### src/rtl/wide_add_pkg.sv
// Shared constants and types for the multi-precision add/subtract sequencer.
package wide_add_pkg;

   // Width of the shared word adder.
   localparam int unsigned WORD_W = 32;

   typedef enum logic [1:0] {
      IDLE,
      RUN,
      DONE
   } wa_state_t;

endpackage

### src/rtl/p_adder.sv
// Combinational 32-bit adder with carry-in and carry-out.
module p_adder
   import wide_add_pkg::*;
(
   input  logic [WORD_W-1:0] a,
   input  logic [WORD_W-1:0] b,
   input  logic              cin,
   output logic [WORD_W-1:0] s,
   output logic              cout
);

   // One extra bit captures the carry out of the top position.
   assign {cout, s} = {1'b0, a} + {1'b0, b} + {{WORD_W{1'b0}}, cin};

endmodule

### src/rtl/wide_add_seq.sv
// Multi-precision add/subtract sequencer: one shared 32-bit adder, one word per cycle,
// least-significant word first, carry chained through a register.
module wide_add_seq
   import wide_add_pkg::*;
#(
   parameter int unsigned NWORDS = 4
) (
   input  logic                     clk,
   input  logic                     rst,
   input  logic                     in_valid,
   output logic                     in_ready,
   input  logic [NWORDS*WORD_W-1:0] a,
   input  logic [NWORDS*WORD_W-1:0] b,
   input  logic                     cin,
   input  logic                     sub,
   output logic                     out_valid,
   input  logic                     out_ready,
   output logic [NWORDS*WORD_W-1:0] sum,
   output logic                     cout,
   output logic                     ovf,
   output logic                     busy
);

   localparam int unsigned IDX_W = $clog2(NWORDS);
   localparam logic [IDX_W-1:0] LAST_IDX = IDX_W'(NWORDS - 1);

   wa_state_t state_q, state_d;

   logic [NWORDS*WORD_W-1:0] a_q, b_q, sum_q;
   logic                     carry_q;
   logic                     ovf_q;
   logic [IDX_W-1:0]         idx_q;

   logic [WORD_W-1:0] add_a, add_b, add_s;
   logic              add_cout;
   logic              last_word;

   // b_q already holds ~b for a subtract, so one adder serves both operations.
   assign add_a     = a_q[idx_q*WORD_W +: WORD_W];
   assign add_b     = b_q[idx_q*WORD_W +: WORD_W];
   assign last_word = (idx_q == LAST_IDX);

   p_adder u_p_adder (
      .a    (add_a),
      .b    (add_b),
      .cin  (carry_q),
      .s    (add_s),
      .cout (add_cout)
   );

   // State register.
   always_ff @(posedge clk) begin
      if (rst) begin
         state_q <= IDLE;
      end else begin
         state_q <= state_d;
      end
   end

   // Next-state logic.
   always_comb begin
      state_d = state_q;
      case (state_q)
         IDLE: if (in_valid) state_d = RUN;
         RUN:  if (last_word) state_d = DONE;
         DONE: if (out_ready) state_d = IDLE;
         default: state_d = IDLE;
      endcase
   end

   // Handshake and status outputs decoded from state.
   always_comb begin
      in_ready  = 1'b0;
      out_valid = 1'b0;
      busy      = 1'b1;
      case (state_q)
         IDLE: begin
            in_ready = 1'b1;
            busy     = 1'b0;
         end
         DONE: out_valid = 1'b1;
         default: ;
      endcase
   end

   // Operand capture and per-word accumulation of the result.
   always_ff @(posedge clk) begin
      if (rst) begin
         a_q     <= '0;
         b_q     <= '0;
         sum_q   <= '0;
         carry_q <= 1'b0;
         ovf_q   <= 1'b0;
         idx_q   <= '0;
      end else begin
         case (state_q)
            IDLE: begin
               if (in_valid) begin
                  a_q     <= a;
                  b_q     <= sub ? ~b : b;
                  carry_q <= sub ? 1'b1 : cin;
                  idx_q   <= '0;
               end
            end
            RUN: begin
               sum_q[idx_q*WORD_W +: WORD_W] <= add_s;
               carry_q                       <= add_cout;
               if (last_word) begin
                  // Overflow: same-signed operands produced a differently-signed top word.
                  ovf_q <= (add_a[WORD_W-1] == add_b[WORD_W-1]) &&
                           (add_s[WORD_W-1] != add_a[WORD_W-1]);
               end else begin
                  idx_q <= idx_q + IDX_W'(1);
               end
            end
            default: ;
         endcase
      end
   end

   assign sum  = sum_q;
   assign cout = carry_q;
   assign ovf  = ovf_q;

endmodule
### config.mk
export PLATFORM = sky130hd
export DESIGN_NAME = wide_add_seq
export DESIGN_NICKNAME = d
export VERILOG_FILES = /design/src/rtl/wide_add_pkg.sv /design/src/rtl/p_adder.sv /design/src/rtl/wide_add_seq.sv
export SDC_FILE = /design/constraint.sdc
export NUM_CORES = 1
export LEC_CHECK = 0
export BUFFER_PORTS_ARGS = -buffer_cell sky130_fd_sc_hd__buf_4
export CAP_MARGIN = 5
export CORE_MARGIN = 8
export CORE_UTILIZATION = 45
export CTS_BUF_LIST = sky130_fd_sc_hd__clkbuf_16
export CTS_CLUSTER_SIZE = 16
export DETAILED_ROUTE_END_ITERATION = 7
export PLACE_DENSITY = 0.68
export SLEW_MARGIN = 10
export SYNTH_ARGS = -nofsm -noshare
export SYNTH_HDL_FRONTEND = slang
export SYNTH_SLANG_ARGS = --single-unit
### constraint.sdc
create_clock -name clk -period 5 [get_ports clk]
set_input_delay 0.25 -clock clk [delete_from_list [all_inputs] [get_ports clk]]
set_output_delay 0.25 -clock clk [all_outputs]
set_load 0.01 [all_outputs]
==> After elaboration in Yosys (flattened, before gate mapping) <==
Cells that the tools add are included.
{ "classes": {"addsub": 4, "multipliers": 0, "div": 0, "order_cmp": 0, "n_eq_ne": 9, "n_shift": 4, "mux": 15, "bitwise": 1, "n_reduce_logical": 8} }
{ "op_table": {"columns": ["operator", "n"], "rows": [
  ["$shiftx 128x8->32", 2],
  ["$bwmux 128", 1],
  ["$mux 128", 1],
  ["$not 128->128", 1],
  ["$shift 32x34->128 const A", 1],
  ["$shiftx 32x34->128", 1],
  ["$neg 7->34", 1],
  ["$add 32x32->33", 1],
  ["$add 33x1->33", 1],
  ["$mux 2", 5],
  ["$ne 2x2->1 const B", 4],
  ["$pmux 2 s3", 1],
  ["$reduce_and 2->1", 3],
  ["$reduce_and 3->1", 2],
  ["$mux 1", 5],
  ["$eq 2x2->1 const B", 2],
  ["$pmux 2 s2", 1],
  ["$add 2x1->2 const B", 1],
  ["$eq 2x1->1 const B", 1],
  ["$logic_not 2->1", 1],
  ["$pmux 1 s2", 1],
  ["$reduce_bool 2->1", 1],
  ["$eq 1x1->1", 1],
  ["$logic_and 1x1->1", 1],
  ["$ne 1x1->1", 1]
]} }
{ "word_totals": {"regBits": 390, "latchBits": 0, "ramBits": 0, "romBits": 0, "inputBits": 262, "out_inout_bits": 133, "word_cells": 48, "memories": 0} }

==> Longest topological paths before layout <==
{ "logic_depth": {"word_depth": 5, "depth_mapped": 14, "ltp_nobuf": 11} }

==> Cells and area by module <==
From an unflattened synthesis, not the netlist that was laid out.
{ "hier_totals": {"hier_cells": 1998, "hier_area_um2": 18148.7} }
{ "modules_own_cells": {"columns": ["module", "instances", "cells_per_inst", "area_each_um2", "seq_area_each_um2"], "rows": [
  ["wide_add_seq", 1, 1754, 16398.2, 7807.5],
  ["p_adder", 1, 244, 1750.4, 0.0]
]} }

==> Worst setup path before layout <==
OpenSTA, ideal clock, no wires.
{ "synth_timing": {"path_kind": "register to register", "from": "register idx_q[0]", "to": "register sum_q[50] (netlist: sum[50])", "setup_time_ns": 0.117, "arrival_ns": 4.173, "t_required_ns": 4.883, "path_slack_ns": 0.711, "path_stages_with_launch": 15, "path_buffers": 3, "period_less_slack_ns": 4.289, "cell_sequence": "dfxtp_1 clkbuf_1 buf_2 buf_2 mux4_2 fa_1 fa_1 a21o_1 a221o_1 a21oi_4 o21ai_2 a31oi_1 o31ai_1 xor2_1 a22o_1"} }
{ "synth_between": {"elab_chain_cells": 5, "elab_cells_between_ends": 8, "cone_classes": "add/sub: 3; shift: 4; mux: 1"} }
{ "synth_lines": {"columns": ["element", "line", "source"], "rows": [
  ["from (decl)", "wide_add_seq.sv:32", "logic [IDX_W-1:0] idx_q;"],
  ["from (signal assigned)", "wide_add_seq.sv:113", "idx_q <= idx_q + IDX_W'(1);"],
  ["$shiftx 128x8->32 (on tied branches)", "wide_add_seq.sv:39, wide_add_seq.sv:40", null],
  ["$add 32x32->33", "p_adder.sv:13", "assign {cout, s} = {1'b0, a} + {1'b0, b} + {{WORD_W{1'b0}}, cin};"],
  ["$add 33x1->33", "p_adder.sv:13", null],
  ["$shiftx 32x34->128", "wide_add_seq.sv:106", "sum_q[idx_q*WORD_W +: WORD_W] <= add_s;"],
  ["$bwmux 128 (*)", "wide_add_seq.sv:106", null],
  ["to (signal, indexed assignment)", "wide_add_seq.sv:106", null],
  ["to (decl)", "wide_add_seq.sv:29", "logic [NWORDS*WORD_W-1:0] a_q, b_q, sum_q;"]
]} }
Every way passes the cells marked *; elsewhere a longest branch is shown, timed or not.
A chain may end at the register's enable or synchronous reset.

==> Worst setup path after layout <==
{ "layout_timing": {"from": "register idx_q[0]", "to": "register sum_q[54] (netlist: sum[54])"} }
The elaborated chain is that of the path after synthesis.

==> impl_metrics.py <==
metrics = {
    "clock_network": {
        "cts_buffer_depth": 3,
        "h-tree-depth": 2,
        "clk_latency_ns": 0.54,
        "clock-sinks": 390,
        "cts_tree": "done",
        "clkTransAtPathRegs_ns": 0.06,
        "cts_made_buffers": 41,
        "ctsResizeCount": 0,
        "clock-root-buffer": "clkbuf_16",
    },
    "global_routing": {
        "grt_pass1_wl_mm": 86.31,
        "overflow": 0,
        "antenna_found_initial": 7,
        "grt_pass1_vias": 15200,
        "grt_max_degree": 240,
        "track_usage_pct": 24.24,
    },
    "timing": {
        "fin_tns_setup_ns": 0,
        "hold_violations": 0,
        "fin_crit_sh_pct": 85.88,
        "slew-limit-headroom_pct": 19.38,
        "rsz0062_at_grt": "no",
        "worst_pin_slew_ns": 1.209,
        "final_max_slew_viol_count": 0,
        "skew_ns": 0.02407,
        "setup_slack_ns": 0.7059,
        "min_period_ns": 4.294,
        "timing.hold.ws_ns": 0.01164,
        "setup_viol": 0,
        "fmax_ghz": 0.2329,
    },
    "route": {
        "totalWireLength_mm": 57.03,
        "vias": 15360,
        "via_per_inst": 5.424,
        "drt_iter0_markers": 1145,
        "detail-route-antenna-nets": 0,
        "drc": 0,
        "wl_per_cell_um": 20.15,
        "drt-pass1-iter-count": 8,
    },
    "placed_design": {
        "dp_hpwl_mm": 40.27,
        "dp_cells": 2622,
        "port-buffer-count": 394,
        "pre_cts_ws_ns": 0.7206,
        "globalplace.congestion": 0.8955,
    },
    "floorplan": {
        "pin_count": 395,
        "core_area_um2": 37670,
        "die_y_um": 211.8,
        "rows": 71,
        "dieArea_um2": 44840,
        "die_w_um": 211.8,
        "initial_core_util_pct": 45.78,
    },
    "critical_path": {
        "cpPeakStageDelay_ns": 0.73,
        "crit_start": "idx_q[0]$_SDFFE_PP0P_",
        "reg2reg_from": "idx_q[0]$_SDFFE_PP0P_",
        "slowest_stage": "dfxtp_4",
        "cp_cell_sequence": "buf_12 -> mux4_2 -> fa_1 -> a21o_1 -> a221o_1 -> a21oi_4 -> o21ai_2 -> a31oi_1 -> xnor2_1 -> a22oi_1 -> nor2_1",
        "crit_fanout": 48,
        "r2r_setup_slack_ns": 0.71,
        "worstPathArrival_ns": 4.76,
        "crit_type": "reg2reg",
        "crit_family": "compound AO/OA/AOI/OAI gates",
        "cp.required_ns": 5.46,
        "end_kind": "register",
        "crit_buf_inv": 1,
        "start_kind": "register",
    },
    "yosys": {
        "synth_top_area_share_pct": 45.28,
        "synth.area.top_cells": "dfxtp_1 45%, mux4_2 8.4%, xnor2_1 7.3%",
        "synthCells": 1848,
        "ys_warn_count": 0,
        "synth_top_area_cell": "dfxtp_1",
        "synth_nets": 2149,
        "synthAdderAreaFrac_pct": 2.917,
        "synth-async-reset-ratio_pct": 0,
        "synthMuxAreaShare_pct": 8.359,
        "synth-seq-cells": 390,
        "synth_xor_area_share_pct": 7.771,
        "syn-cell-area_um2": 17240,
        "synth_area_per_cell_um2": 9.331,
        "synth-edff-count": 0,
        "synthSimpleGateAreaFrac_pct": 13.22,
        "synth.distinct_cells": 53,
        "synth-compound-area-share_pct": 18.97,
        "synth-seq-area-share_pct": 45.28,
        "synth_top_family_by_area": "compound AO/OA/AOI/OAI gates",
        "synthFlopType": "dfxtp_1",
    },
    "power_and_ir_drop": {
        "vdd_drop_max_uv": 255.4,
        "power_density_nw_per_um2": 327.3,
        "p_leak_nw": 9.261,
    },
    "final_layout": {
        "area_growth_pct": 33.36,
        "drive_above_1_share_pct": 23.49,
        "fin_nets": 2586,
        "final_cells": 2831,
        "post-route-util_pct": 61.06,
    },
    "job": {
        "cap_violations": 0,
    },
    "run_status": {
        "status": "completed",
    },
    "hold_path": {
        "worstHoldStart": "a[106]",
        "hold_class": "in2reg",
    },
}
## worst min-delay path, stage by stage
cell	delay (ns)
buf_4	0.11
nand2_1	0.06
a21oi_1	0.06
## area by class of cell
| class | instances | area [µm²] |
|---|---|---|
| Inverter | 7 | 26.28 |
| Multi-Input combinational cell | 1302 | 8859 |
| Fill cell | 3210 | 14670 |
| Antenna cell | 8 | 20.02 |
| Clock inverter | 29 | 146.4 |
| Tap cell | 511 | 639.4 |
| Timing Repair Buffer | 543 | 4466 |
| Clock buffer | 41 | 1026 |
| Sequential cell | 390 | 7815 |
## cells in the mapped netlist (5+ instances only)
library cell / number
and4_1: 5
xnor2_1: 143
mux4_2: 64
a22oi_1: 68
ha_1: 37
nor2b_1: 9
nor2_1: 219
nand4_1: 5
a211oi_1: 131
xor2_1: 10
inv_1: 7
nor3_1: 5
buf_2: 10
o211ai_1: 5
a31oi_1: 8
a22o_1: 48
o21ai_0: 20
clkbuf_1: 134
a21o_1: 16
dfxtp_1: 390
o21ai_1: 7
nand2b_1: 8
nand2_1: 291
a21oi_1: 158
## registers in the layout, summed over array words and instances (netlist names)
signal / count
a_q: 128
b_q: 128
cout: 1
idx_q: 2
ovf: 1
state_q: 2
sum: 128
## metal layers
metal  wire [µm]  share of wire [%]  track usage [%]  up-vias
met5          13              0.023                0        -
met4        1759                3.1            8.699        2
met3        4450                7.8            5.413      116
met2       25180                 44            37.22      636
met1       25630                 45            33.16     7194
li1            -                  -                -     7408
## cell families (layout without fill, tap and decap cells)
logic type               Yosys count  in the layout
AND/OR/NAND/NOR                  562            562
other                              0              8
adder cells (fa/ha/maj)           39             39
flip-flops                       390            390
buffers and inverters            156            620
XOR/XNOR                         153            153
multiplexers                      64             64
AO/OA/AOI/OAI                    484            484
## stage by stage
step,power (W),instance area [µm²]
detailed placement,0.004761,20490
global placement,0.004736,20490
floorplan,0.004242,17240
finish,0.007526,23000
global route,0.007834,22990
CTS,0.007573,22980
## cells in the final DEF, fill, tap and decap left out, drive strengths merged, types with 10 or more instances in the layout
| master | netlist | final |
|---|---|---|
| a211oi | 132 | 132 |
| a21o | 16 | 16 |
| a21oi | 159 | 159 |
| a22o | 48 | 48 |
| a22oi | 68 | 68 |
| buf | 15 | 412 |
| clkbuf | 134 | 41 |
| clkinv | 0 | 18 |
| dfxtp | 390 | 390 |
| dlygate4sd3 | 0 | 131 |
| ha | 37 | 37 |
| inv | 7 | 16 |
| mux4 | 64 | 64 |
| nand2 | 291 | 291 |
| nor2 | 219 | 219 |
| o21ai | 30 | 30 |
| xnor2 | 143 | 143 |
| xor2 | 10 | 10 |
## worst paths after layout
kind | end | cells after the start
worst min register to register | a_q[113]$_SDFFE_PP0P_ | 2
worst max register to register | sum[54]$_SDFFE_PP0P_ | 11
worst max-delay path | sum[54]$_SDFFE_PP0P_ | 11
worst min-delay path | a_q[106]$_SDFFE_PP0P_ | 3
## report_power, final
part           switching (W)  internal [W]  total [W]  leakage (nW)
Combinational       0.000784      0.000622    0.00141          5.46
Sequential          0.000107       0.00329    0.00339          3.20
Clock                0.00120       0.00153    0.00273         0.610
Total                0.00209       0.00544    0.00753          9.26
## timing repair
item	CTS	global route
hold endpoints to repair	131	0
setup endpoints to repair	0	0
hold buffers	131	0
setup buffers	0	0
No activity file was read; power rests on OpenSTA's default activity.
